### config.mk
export PLATFORM = sky130hd
export DESIGN_NAME = pc_fetch_unit
export DESIGN_NICKNAME = d
export VERILOG_FILES = /design/src/rtl/pc_fetch_pkg.sv /design/src/rtl/pc_next_sel.sv /design/src/rtl/pc_fetch_unit.sv
export SDC_FILE = /design/constraint.sdc
export NUM_CORES = 1
export LEC_CHECK = 0
export ABC_CLOCK_PERIOD_IN_PS = 2000
export CAP_MARGIN = 40
export CORE_MARGIN = 2
export CORE_UTILIZATION = 39
export CTS_BUF_LIST = sky130_fd_sc_hd__clkbuf_8
export CTS_CLUSTER_SIZE = 28
export DETAILED_ROUTE_END_ITERATION = 16
export HOLD_SLACK_MARGIN = 0.15
export PLACE_DENSITY = 0.89
export REMOVE_ABC_BUFFERS = 1
export SLEW_MARGIN = 20
export SYNTH_ARGS = -nofsm -noshare
export SYNTH_HDL_FRONTEND = slang
export SYNTH_HIERARCHICAL = 1
export SYNTH_SLANG_ARGS = --single-unit
### constraint.sdc
create_clock -name Clk -period 2 [get_ports Clk]
set_input_delay 0.4 -clock Clk [delete_from_list [all_inputs] [get_ports Clk]]
set_output_delay 0.4 -clock Clk [all_outputs]
set_load 0.02 [all_outputs]
### src/rtl/pc_fetch_pkg.sv
// Shared types and constants for the PC / next-PC fetch stage.
// Imported by pc_next_sel and pc_fetch_unit.
package pc_fetch_pkg;

    typedef enum logic [1:0] {
        RUN      = 2'd0,
        STALL    = 2'd1,
        REDIRECT = 2'd2
    } state_t;

    localparam logic [31:0] PC_INCR    = 32'd4;
    localparam logic [31:0] ALIGN_MASK = ~32'h3;

    function automatic logic low_bits_set(input logic [1:0] lsb);
        return lsb != 2'b00;
    endfunction

endpackage

### src/rtl/pc_next_sel.sv
// Next-PC priority mux: branch > jump > stall > sequential.
// Redirect targets are word-aligned and flagged when misaligned.
module pc_next_sel
    import pc_fetch_pkg::*;
#(
    parameter int ADDR_W = 32
) (
    input  logic [ADDR_W-1:0] pc,
    input  logic              pcsrc,
    input  logic [ADDR_W-1:0] branch_target,
    input  logic              jump,
    input  logic [ADDR_W-1:0] jump_target,
    input  logic              stall,
    output logic [ADDR_W-1:0] next_pc,
    output logic              redirect,
    output logic              misaligned
);

    localparam logic [ADDR_W-1:0] MASK = ~(ADDR_W'(~ALIGN_MASK));
    localparam logic [ADDR_W-1:0] INCR = ADDR_W'(PC_INCR);

    logic [ADDR_W-1:0] target;

    always_comb begin
        target     = pcsrc ? branch_target : jump_target;
        redirect   = pcsrc | jump;
        misaligned = 1'b0;
        next_pc    = pc + INCR;
        if (redirect) begin
            next_pc    = target & MASK;
            misaligned = low_bits_set(target[1:0]);
        end else if (stall) begin
            next_pc = pc;
        end
    end

endmodule

### src/rtl/pc_fetch_unit.sv
// PC register, fetch FSM and IF/ID flush timer.
// Redirects win over stalls; flush length is FLUSH_CYCLES.
module pc_fetch_unit
    import pc_fetch_pkg::*;
#(
    parameter int              ADDR_W       = 32,
    parameter logic [ADDR_W-1:0] RESET_PC   = '0,
    parameter int              FLUSH_CYCLES = 1
) (
    input  logic              Clk,
    input  logic              Reset,
    input  logic              PCSrc,
    input  logic [ADDR_W-1:0] BranchTarget,
    input  logic              Jump,
    input  logic [ADDR_W-1:0] JumpTarget,
    input  logic              Stall,
    output logic [ADDR_W-1:0] PC_Out,
    output logic [ADDR_W-1:0] PC_Plus4,
    output logic              Flush_IFID,
    output logic              Misaligned_Err,
    output logic [1:0]        State_Out
);

    localparam logic [2:0] FLUSH_LOAD = 3'(FLUSH_CYCLES);

    logic [ADDR_W-1:0] pc;
    logic [ADDR_W-1:0] next_pc;
    logic              redirect;
    logic              misaligned;
    logic              err;
    logic [2:0]        flush_cnt;
    state_t            state;

    pc_next_sel #(
        .ADDR_W(ADDR_W)
    ) u_sel (
        .pc            (pc),
        .pcsrc         (PCSrc),
        .branch_target (BranchTarget),
        .jump          (Jump),
        .jump_target   (JumpTarget),
        .stall         (Stall),
        .next_pc       (next_pc),
        .redirect      (redirect),
        .misaligned    (misaligned)
    );

    always_ff @(posedge Clk) begin
        if (Reset) begin
            pc        <= RESET_PC;
            err       <= 1'b0;
            flush_cnt <= '0;
            state     <= RUN;
        end else begin
            pc  <= next_pc;
            err <= err | misaligned;
            if (redirect)
                flush_cnt <= FLUSH_LOAD;
            else if (flush_cnt != 3'd0)
                flush_cnt <= flush_cnt - 3'd1;
            // Next state depends only on inputs, so 2'd3 falls back to RUN.
            if (redirect)
                state <= REDIRECT;
            else if (Stall)
                state <= STALL;
            else
                state <= RUN;
        end
    end

    assign PC_Out         = pc;
    assign PC_Plus4       = pc + ADDR_W'(PC_INCR);
    assign Flush_IFID     = flush_cnt != 3'd0;
    assign Misaligned_Err = err;
    assign State_Out      = state;

endmodule
# After elaboration in Yosys (flattened, before gate mapping)
# Index checks and enable logic that the tools add are counted.
# W data, S select, Z words.
dict set report classes {
  n_addsub 2
  n_eq_ne 1
  n_mux 8
  bitwise 2
  n_reduce_logical 4
}
# operator n
set ops {}
lappend ops {{$mux W32} 3}
lappend ops {{$add A32 B3 Y32 const B} 1}
lappend ops {{$mux W1} 4}
lappend ops {{$reduce_bool A2 Y1} 2}
lappend ops {{$reduce_bool A3 Y1} 1}
lappend ops {{$sub A3 B1 Y3 const B} 1}
lappend ops {{$mux W2} 1}
lappend ops {{$ne A2 B1 Y1 const B} 1}
lappend ops {{$or A1 B1 Y1} 2}
lappend ops {{$reduce_or A2 Y1} 1}
dict set report word_totals {
  reg_bits 38
  inputBits 69
  wordCells 24
}

# Depth between registers and ports, before layout
# Gate-level depths: netlist (run 1).
dict set report logic_depth {
  ltp_word 4
  ltp_mapped 8
  ltp_nobuf 7
}

# By module
# Netlist (run 1), hierarchy kept.
# module instances cells_each area_per_inst_um2
set by_module_without_submodules {}
lappend by_module_without_submodules {pc_fetch_unit 1 176 1681.6}
lappend by_module_without_submodules {pc_next_sel 1 218 1362.6}

# Worst setup path before layout (run 1)
# Ideal clock, no wire load.
dict set report synth_path {
  kind {reg-to-output}
  startpoint {reg pc[13], in the netlist PC_Out[13]}
  endpoint {out PC_Plus4[24]}
  arrival_time_ps 1821
  required_ps 1600
  slack_ps -221
  path_stages_with_launch 5
  path_cell_list {dfxtp_1 -> nand4_4 -> nor4_4 -> nand4_1 -> xnor2_1}
}
dict set report synth_between {
  elab_chain_cells 1
}
# item line_no
set synth_rtl {}
lappend synth_rtl {{start, declared} pc_fetch_unit.sv:26} ;# logic [ADDR_W-1:0] pc;
lappend synth_rtl {{start signal, assigned} pc_fetch_unit.sv:55} ;# pc <= next_pc;
lappend synth_rtl {{$add A32 B3 Y32} pc_fetch_unit.sv:72} ;# assign PC_Plus4 = pc + ADDR_W'(PC_INCR);
lappend synth_rtl {{end, declared} pc_fetch_unit.sv:18} ;# output logic [ADDR_W-1:0] PC_Plus4,
# Every way passes these cells.

# Final worst setup path (run 1)
dict set report layout_path {
  startpoint {reg pc[2], in the netlist PC_Out[2]}
  endpoint {reg pc[16], in the netlist PC_Out[16]}
}
dict set report layout_between {
  elab_chain_cells 3
}
# item line_no
set layout_rtl {}
lappend layout_rtl {{$add A32 B3 Y32} pc_next_sel.sv:28} ;# next_pc = pc + INCR;
lappend layout_rtl {{$mux W32} pc_next_sel.sv:32} ;# end else if (stall) begin
lappend layout_rtl {{$mux W32} pc_next_sel.sv:29} ;# if (redirect) begin
lappend layout_rtl {{net next_pc[16]} pc_fetch_unit.sv:27} ;# logic [ADDR_W-1:0] next_pc;
# The timed path passes the listed nets, and every way through them passes these cells. The select of a mux whose other input is x is not followed.
# A chain may end at the register's enable or synchronous reset.

==> summary.txt, run 1 <==
Die
  • Starting Density: about two fifths
  • # rows: 32
  • Die X: slightly above 90 µm
  • IO Count: around 140
  • Core area: around 0.0076 mm²
  • Full die area: 0.00853 mm²
  • Die height: 92.4 µm

Job
  • Maxcap violations: 0

Clock tree
  • Root buffer cell: clkbuf_8
  • Clock Latency Late Sink: between 0.3 and 0.4 ns
  • TritonCTS Buffers: 5
  • CTS clk-pin slew, worst paths: ~0.090 ns
  • Clock buffer depth: 2
  • # clock sinks: 38
  • H-tree levels: 2
  • Cts hold-fix bufs: 0
  • CTS tree: done

Timing
  • Final Hold Viols: 0
  • Worst relative slew slack: 63.5%
  • Worst setup margin: -0.279 ns
  • Fin crit share: 114%
  • Slew Viols, Final: 0
  • Min Tclk post-route: between 2 and 2.5 ns
  • RSZ-0062 raised after global routing: yes
  • Actual slew at the worst max-slew pin: 0.546 ns
  • Setup violations, final: 34
  • Setup Skew: 0.0103 ns
  • Fmax: 439 MHz

GRT
  • Gr ovfl total: 0
  • Met3 GRT Util: approximately 5.5%
  • Antenna violations before repair: 0
  • Vias in the first global route: a little under 4,000
  • Met1 Use GR: between 30% and 40%
  • Met2 GRT Util: between 40% and 50%
  • GRT busiest layer: met2
  • Largest net degree at the start of global routing: 67
  • GRT Overall Usage: a little over a quarter
  • Wire length of the first global-routing pass: approximately 18,000 µm

Yosys
  • Synthesized area per cell: 7.73 µm²
  • Ys async rst share: 0%
  • Ys Warns: 6
  • Number of synthesized flops with an enable pin: 0
  • Mapped cell area: about 0.0030 mm²
  • Seq cells post-synth: 38
  • Yosys cell types: 50
  • Gate count of the mapped netlist: about 390
  • Synth Flop Type: dfxtp_1
  • Sequential area share after synthesis: between 20% and 30%

Power
  • Net Switching: around 0.8 mW
  • Peak VDD IR: between 200 and 300 µV
  • Power Dens Cells: between 400 and 500 mW/mm²
  • Sequential power share: between 30 and 40%
  • Total Power: around 2.5 mW
  • Combinational share of power: roughly two fifths
  • Clk network pwr share: a little over a quarter
  • Switching Share: roughly a third
  • Leakage: 2.31 nW
  • Internal: roughly 1.7 mW

Run status
  • Status: finished with violations
  • Failing checks: setup timing

Routing
  • DR pass1 iterations: 5
  • ANT nets after route: 0
  • Average routed wire per standard cell: about 19 µm
  • Routed WL: roughly 13,000 µm
  • DRC violations left: 0
  • Vias: 3,894
  • DRT iter0 DRCs: about 250
  • DR vias/cell: 5.61

Final layout
  • Finished Layout Cells: 694
  • Fill cell count: between 500 and 600
  • Ant diodes: 0
  • Final Util: a little under three quarters
  • Layout area overhead: 80.1%
  • Layout cells sized above 1: a little under a third
  • Nets@finish: 664

Worst setup path
  • CP Data Required Time: around 2.2 ns
  • Crit Path Class: flop to flop
  • Crit-path max FO: 4
  • Startpoint Class: flop
  • Worst Path Arrival: around 2.5 ns
  • Worst-case reg-to-reg path depth: 10
  • Worst setup EP type: flop

Place
  • DPL Wire Length: about 8100 µm
  • Number of cells after detailed placement: 670
  • GP Congestion: about 0.93
  • PortBufs: ~140

Hold path
  • Hold depth: 2
  • Min-delay worst type: flop to flop
cells in the mapped netlist (all sizes together), types with 6 or more instances:
cell type / number / area, µm²
nand2: 44 / 165
dfxtp: 38 / 761
nor2b: 36 / 225
xnor2: 36 / 315
nand4: 25 / 178
nor2: 20 / 77.6
clkbuf: 17 / 63.8
nand3: 17 / 85.1
xor2: 16 / 140
and3: 15 / 98.8
inv: 15 / 56.3
a21oi: 12 / 60.1
and2: 11 / 68.8
o21ai: 10 / 50.1
nor3: 8 / 40.0
and4: 7 / 66.3
buf: 7 / 57.5
nor3b: 7 / 52.6
o221ai: 7 / 61.3
nor4: 6 / 65.1
cell type report:
cell class	count	area, µm²	area share (%)
timing repair buffer	214	1960	35.8
sequential	38	785	14.3
inverter	16	60.1	1.10
multi-input combinational	316	2440	44.5
clock buffer	5	68.8	1.26
clock inverter	3	40.0	0.730
tap	102	128	2.33
flip-flops by register name, summed over array words and instances, names as in the netlist:
register / flops
State_Out: 2
flush_cnt: 3
Misaligned_Err: 1
PC_Out: 32
critical path, cell delays in order (launching register included):
cell and delay, ns:
dfxtp_4 0.39, buf_6 0.10, buf_6 0.10, ha_4 0.12, and4b_2 0.28, buf_4 0.14, and2_4 0.16, nand4_1 0.14
or4_1 0.44, nand4_1 0.11, nor2b_1 0.21
cells in the final DEF, fill, tap and decap left out, types with 5 or more instances in the layout:
cell,synthesis,routed
inv_1,15,15
mux2i_1,5,5
clkdlybuf4s50_1,0,103
dfxtp_1,38,27
nand3_1,17,10
o221ai_1,7,7
o21ai_0,10,8
and2_1,11,10
nand2_1,44,42
nor3b_1,7,7
xnor2_1,36,29
xnor2_2,0,6
buf_6,3,21
nor2_1,19,15
nand4_1,23,23
and3_1,14,10
clkbuf_8,0,5
nor2b_1,36,32
buf_2,1,6
buf_4,2,77
dfxtp_2,0,7
nor3_1,8,5
xor2_1,16,15
a21oi_1,12,11
cells by family (layout without fill, tap and decap cells):
| logic type | after synthesis | after routing | share of synthesized area, % |
|---|---|---|---|
| and+or+nand+nor | 206 | 206 | 39.5 |
| xor gates and xnor gates | 52 | 52 | 15.0 |
| AOI/OAI and AO/OA | 48 | 48 | 11.0 |
| buffers and inverters | 40 | 238 | 5.96 |
| DFF | 38 | 38 | 25.0 |
| muxes | 6 | 6 | 2.01 |
| adders and majority gates | 4 | 4 | 1.64 |
power by group through the flow:
stage / Combinational, mW / Clock, mW / Sequential, mW
2_1_floorplan: 0.265 / 0 / 0.956
3_3_place_gp: 0.853 / 0 / 0.850
3_5_place_dp: 0.868 / 0 / 0.854
4_1_cts: 0.873 / 0.655 / 0.840
5_1_grt: 0.993 / 0.704 / 0.849
6_report: 0.937 / 0.672 / 0.844
stage by stage:
stage | setup WS [ns] | cell area [µm²] | TNS (ns) | hold slack [ns]
floorplan | -0.232 | 2920 | -3.44 | 0.472
global placement | -0.390 | 4890 | -11.02 | 0.452
detailed placement | -0.497 | 4890 | -12.88 | 0.479
CTS | -0.144 | 5130 | -1.72 | 0.496
global route | -0.376 | 5480 | -7.91 | 0.523
finish | -0.279 | 5480 | -4.59 | 0.488
path summary, 6_finish.rpt:
path	startpoint	endpoint	slack [ns]
setup / recovery	PC_Out[2]$_SDFF_PP0_	PC_Out[16]$_SDFF_PP0_	-0.28
hold / removal	Misaligned_Err$_SDFF_PP0_	Misaligned_Err$_SDFF_PP0_	0.49
setup reg to reg	PC_Out[2]$_SDFF_PP0_	PC_Out[16]$_SDFF_PP0_	-0.28
hold reg to reg	Misaligned_Err$_SDFF_PP0_	Misaligned_Err$_SDFF_PP0_	0.49
repair_timing:
| action | 4_1_cts | 5_1_grt |
|---|---|---|
| endpoints found under the hold margin | 0 | 0 |
| setup endpoints to repair | 40 | 46 |
| setup buffers | 11 | 9 |
| resized for setup | 178 | 76 |
| pin swaps | 23 | 41 |
per-layer routing:
metal | vias up | part of all wire (%)
met4 | 0 | 3.2
met3 | 45 | 7.3
li1 | 1776 | -
met2 | 223 | 50
met5 | - | 0
met1 | 1850 | 39
Note: power is estimated with default switching activity, not from simulation.
==> run 2: changes to the inputs <==
- ABC_CLOCK_PERIOD_IN_PS: 2000 -> 2400
- CORE_MARGIN: 2 -> not set
- CORE_UTILIZATION: 39 -> 44
- PLACE_DENSITY: 0.89 -> 0.94
- clock period: 2 -> 2.4 ns (I/O delays scaled with it)
==> run 2 against run 1 <==
  * The run still ends with setup timing left
  * Clock power down 37%
  * Non-clock buffer count down 29
  * Power down 25%
  * Largest power group unchanged
  * Setup slack better by 0.28 ns
  * Critical endpoint is now PC_Plus4[17]
  * Largest cell class unchanged
  * Die area down 15%
==> summary.txt, run 2 (synthesis gave the netlist of run 1 again) <==
Run status
  • Status: finished with violations
  • Failing checks: setup timing

Timing
  • Fmax: roughly 420 MHz
  • Worst relative slew slack: 52.8% (-11 points)
  • Slew Viols, Final: 0 (unchanged)
  • Min Tclk post-route: ~2.4 ns
  • Worst setup margin: -0.00156 ns (+0.277 ns)
  • RSZ-0062 raised after global routing: yes
  • Setup Skew: 0.00449 ns (-0.00576 ns)
  • Fin crit share: 100%
  • Actual slew at the worst max-slew pin: 0.705 ns (+0.160 ns)
  • Setup violations, final: 2 (-94%)
  • Setup TNS: -0.00270 ns (+4.59 ns)
  • Hold WS: 0.484 ns (-0.00406 ns)
  • Final Hold Viols: 0 (unchanged)

Final layout
  • Layout area overhead: 60.1%
  • Nets@finish: 635 (-4.4%)
  • Leading cell type in the layout, fill and taps excluded: clkdlybuf4s50_1
  • Number of flip-flops in the largest register: 32 (unchanged)
  • Layout cells sized above 1: 17.6% (-13 points)
  • Commonest cells after routing, fill and taps aside: 108 x clkdlybuf4s50_1, 50 x buf_4, 43 x nand2_1, 36 x nor2b_1, 34 x dfxtp_1
  • Ant diodes: 0 (unchanged)
  • Fill cell count: 444 (-19%)
  • Finished Layout Cells: 639 (-7.9%)

Worst setup path
  • RR Startpoint: PC_Out[10]$_SDFF_PP0_
  • Worst setup EP type: output port
  • Worst Path Arrival: 1.92 ns (-0.58 ns)
  • CP Data Required Time: 1.92 ns (-0.30 ns)
  • Crit path to: PC_Plus4[17]
  • Crit Path Class: flop to output port
  • Critical Path Start: PC_Out[3]$_SDFF_PP0_
  • Startpoint Class: flop
  • RR Endpoint: PC_Out[31]$_SDFF_PP0_
  • R2R Setup Slk: 0.25 ns (+0.53 ns)
  • Worst-case reg-to-reg path depth: 7 (-3)
  • Crit-path max FO: 10 (+6)

Routing
  • DR pass1 iterations: 4 (-1)
  • DRT iter0 DRCs: 214 (-13%)
  • Routed WL: 10,700 µm (-17%)
  • ANT nets after route: 0 (unchanged)
  • Vias: 3,655 (-6.1%)
  • Average routed wire per standard cell: 16.7 µm (-9.8%)
  • DR vias/cell: 5.72 (+1.9%)
  • DRC violations left: 0 (unchanged)

GRT
  • Largest net degree at the start of global routing: 67 (unchanged)
  • Vias in the first global route: 3,529 (-9.3%)
  • Gr ovfl total: 0 (unchanged)
  • Wire length of the first global-routing pass: 16,500 µm (-11%)
  • Antenna violations before repair: 0 (unchanged)
  • GRT Overall Usage: 28.4% (+2.0 points)

Hold path
  • Worst hold path startpoint: Misaligned_Err$_SDFF_PP0_
  • Min-delay worst type: flop to flop

Die
  • Core area: 0.00649 mm² (-15%)
  • Die height: 85.2 µm (-7.8%)
  • IO Count: 137 (unchanged)
  • Full die area: 0.00725 mm² (-15%)
  • Starting Density: 46.9% (+7.1 points)
  • # rows: 29 (-9.4%)
  • Die X: 85.2 µm (-7.8%)

Clock tree
  • CTS tree: done
  • CTS clk-pin slew, worst paths: 0.08 ns (about the same)
  • H-tree levels: 2 (unchanged)
  • Root buffer cell: clkbuf_8
  • Clock buffer depth: 2 (unchanged)
  • # clock sinks: 38 (unchanged)
  • Clock Latency Late Sink: 0.29 ns (-0.02 ns)
  • TritonCTS Buffers: 5 (unchanged)

Job
  • Maxcap violations: 0 (unchanged)

Power
  • Power Dens Cells: 377 mW/mm² (-16%)
  • Total Power: 1.84 mW (-25%)
  • Leakage: 2.01 nW (-13%)
  • Peak VDD IR: 246 µV (-10%)

Place
  • GP Congestion: 0.888 (-4.7%)
  • PortBufs: 136 (unchanged)
  • Number of cells after detailed placement: 627 (-6.4%)
  • DPL Wire Length: 7960 µm (-1.5%)
## run 2: cell count changes in the layout (fill, tap and decap cells not counted), sizes merged, moves of 2 or more
cell           delta
clkdlybuf4s15     +5
dlygate4sd2       +4
clkdlybuf4s50     +5
dlymetal6s2s      -2
buf              -42
## run 2: cell type report
type                       count  area (µm²)  share of cell area [%]
clock buffer                   5        68.8                    1.41
sequential                    38         766                    15.7
timing repair buffer         185        1680                    34.4
clock inverter                 2        10.0                   0.205
multi-input combinational    316        2200                    45.1
inverter                      16        60.1                    1.23
tap                           77        96.3                    1.98
## run 2: repair_timing
action / 4_1_cts / 5_1_grt
buffers inserted: 3 / 2
endpoints found under the hold margin: 0 / 0
hold buffers: 0 / 0
resized for setup: 80 / 31
setup endpoints to repair: 26 / 17
pin swaps: 1 / 11
cloned: 0 / 1
## run 2: through the flow
| step | setup slack (ns) | util [%] | cell area (µm²) |
|---|---|---|---|
| floorplan | 0.0881 | - | 2920 |
| global placement | 0.0291 | 72.8 | 4730 |
| detailed placement | -0.160 | 72.8 | 4730 |
| CTS | -0.108 | 74.1 | 4820 |
| global route | -0.0929 | 75.1 | 4870 |
| finish | -0.00156 | 75.1 | 4870 |
## run 2: worst min-delay path by stage
stage / end / cells past startpoint
2_1_floorplan: flush_cnt[1]$_SDFFE_PP0P_ / 2
3_3_place_gp: Misaligned_Err$_SDFF_PP0_ / 2
3_5_place_dp: Misaligned_Err$_SDFF_PP0_ / 2
4_1_cts: Misaligned_Err$_SDFF_PP0_ / 2
5_1_grt: Misaligned_Err$_SDFF_PP0_ / 2
6_report: Misaligned_Err$_SDFF_PP0_ / 2
## run 2: critical path, stage by stage, from the launching register on
cell and delay [ns]:
dfxtp_1 0.41, nand4_1 0.24, nor2_2 0.22, buf_12 0.15
nand3_1 0.10, xnor2_1 0.15, dlygate4sd2_1 0.36
## run 2: power by group
group	switching [mW]	leakage [nW]	internal, mW	total, mW
combinational	0.345	1.65	0.361	0.706
clock	0.231	0.0438	0.195	0.426
sequential	0.0331	0.316	0.672	0.705
## run 2: per-layer routing
metal | vias up | global-route usage, % | wire (µm)
met2 | 181 | 52.9 | 5460
met5 | - | 0 | 0
met4 | 0 | 11.4 | 273
met3 | 30 | 6.61 | 911
met1 | 1722 | 31.0 | 4030
li1 | 1722 | - | -
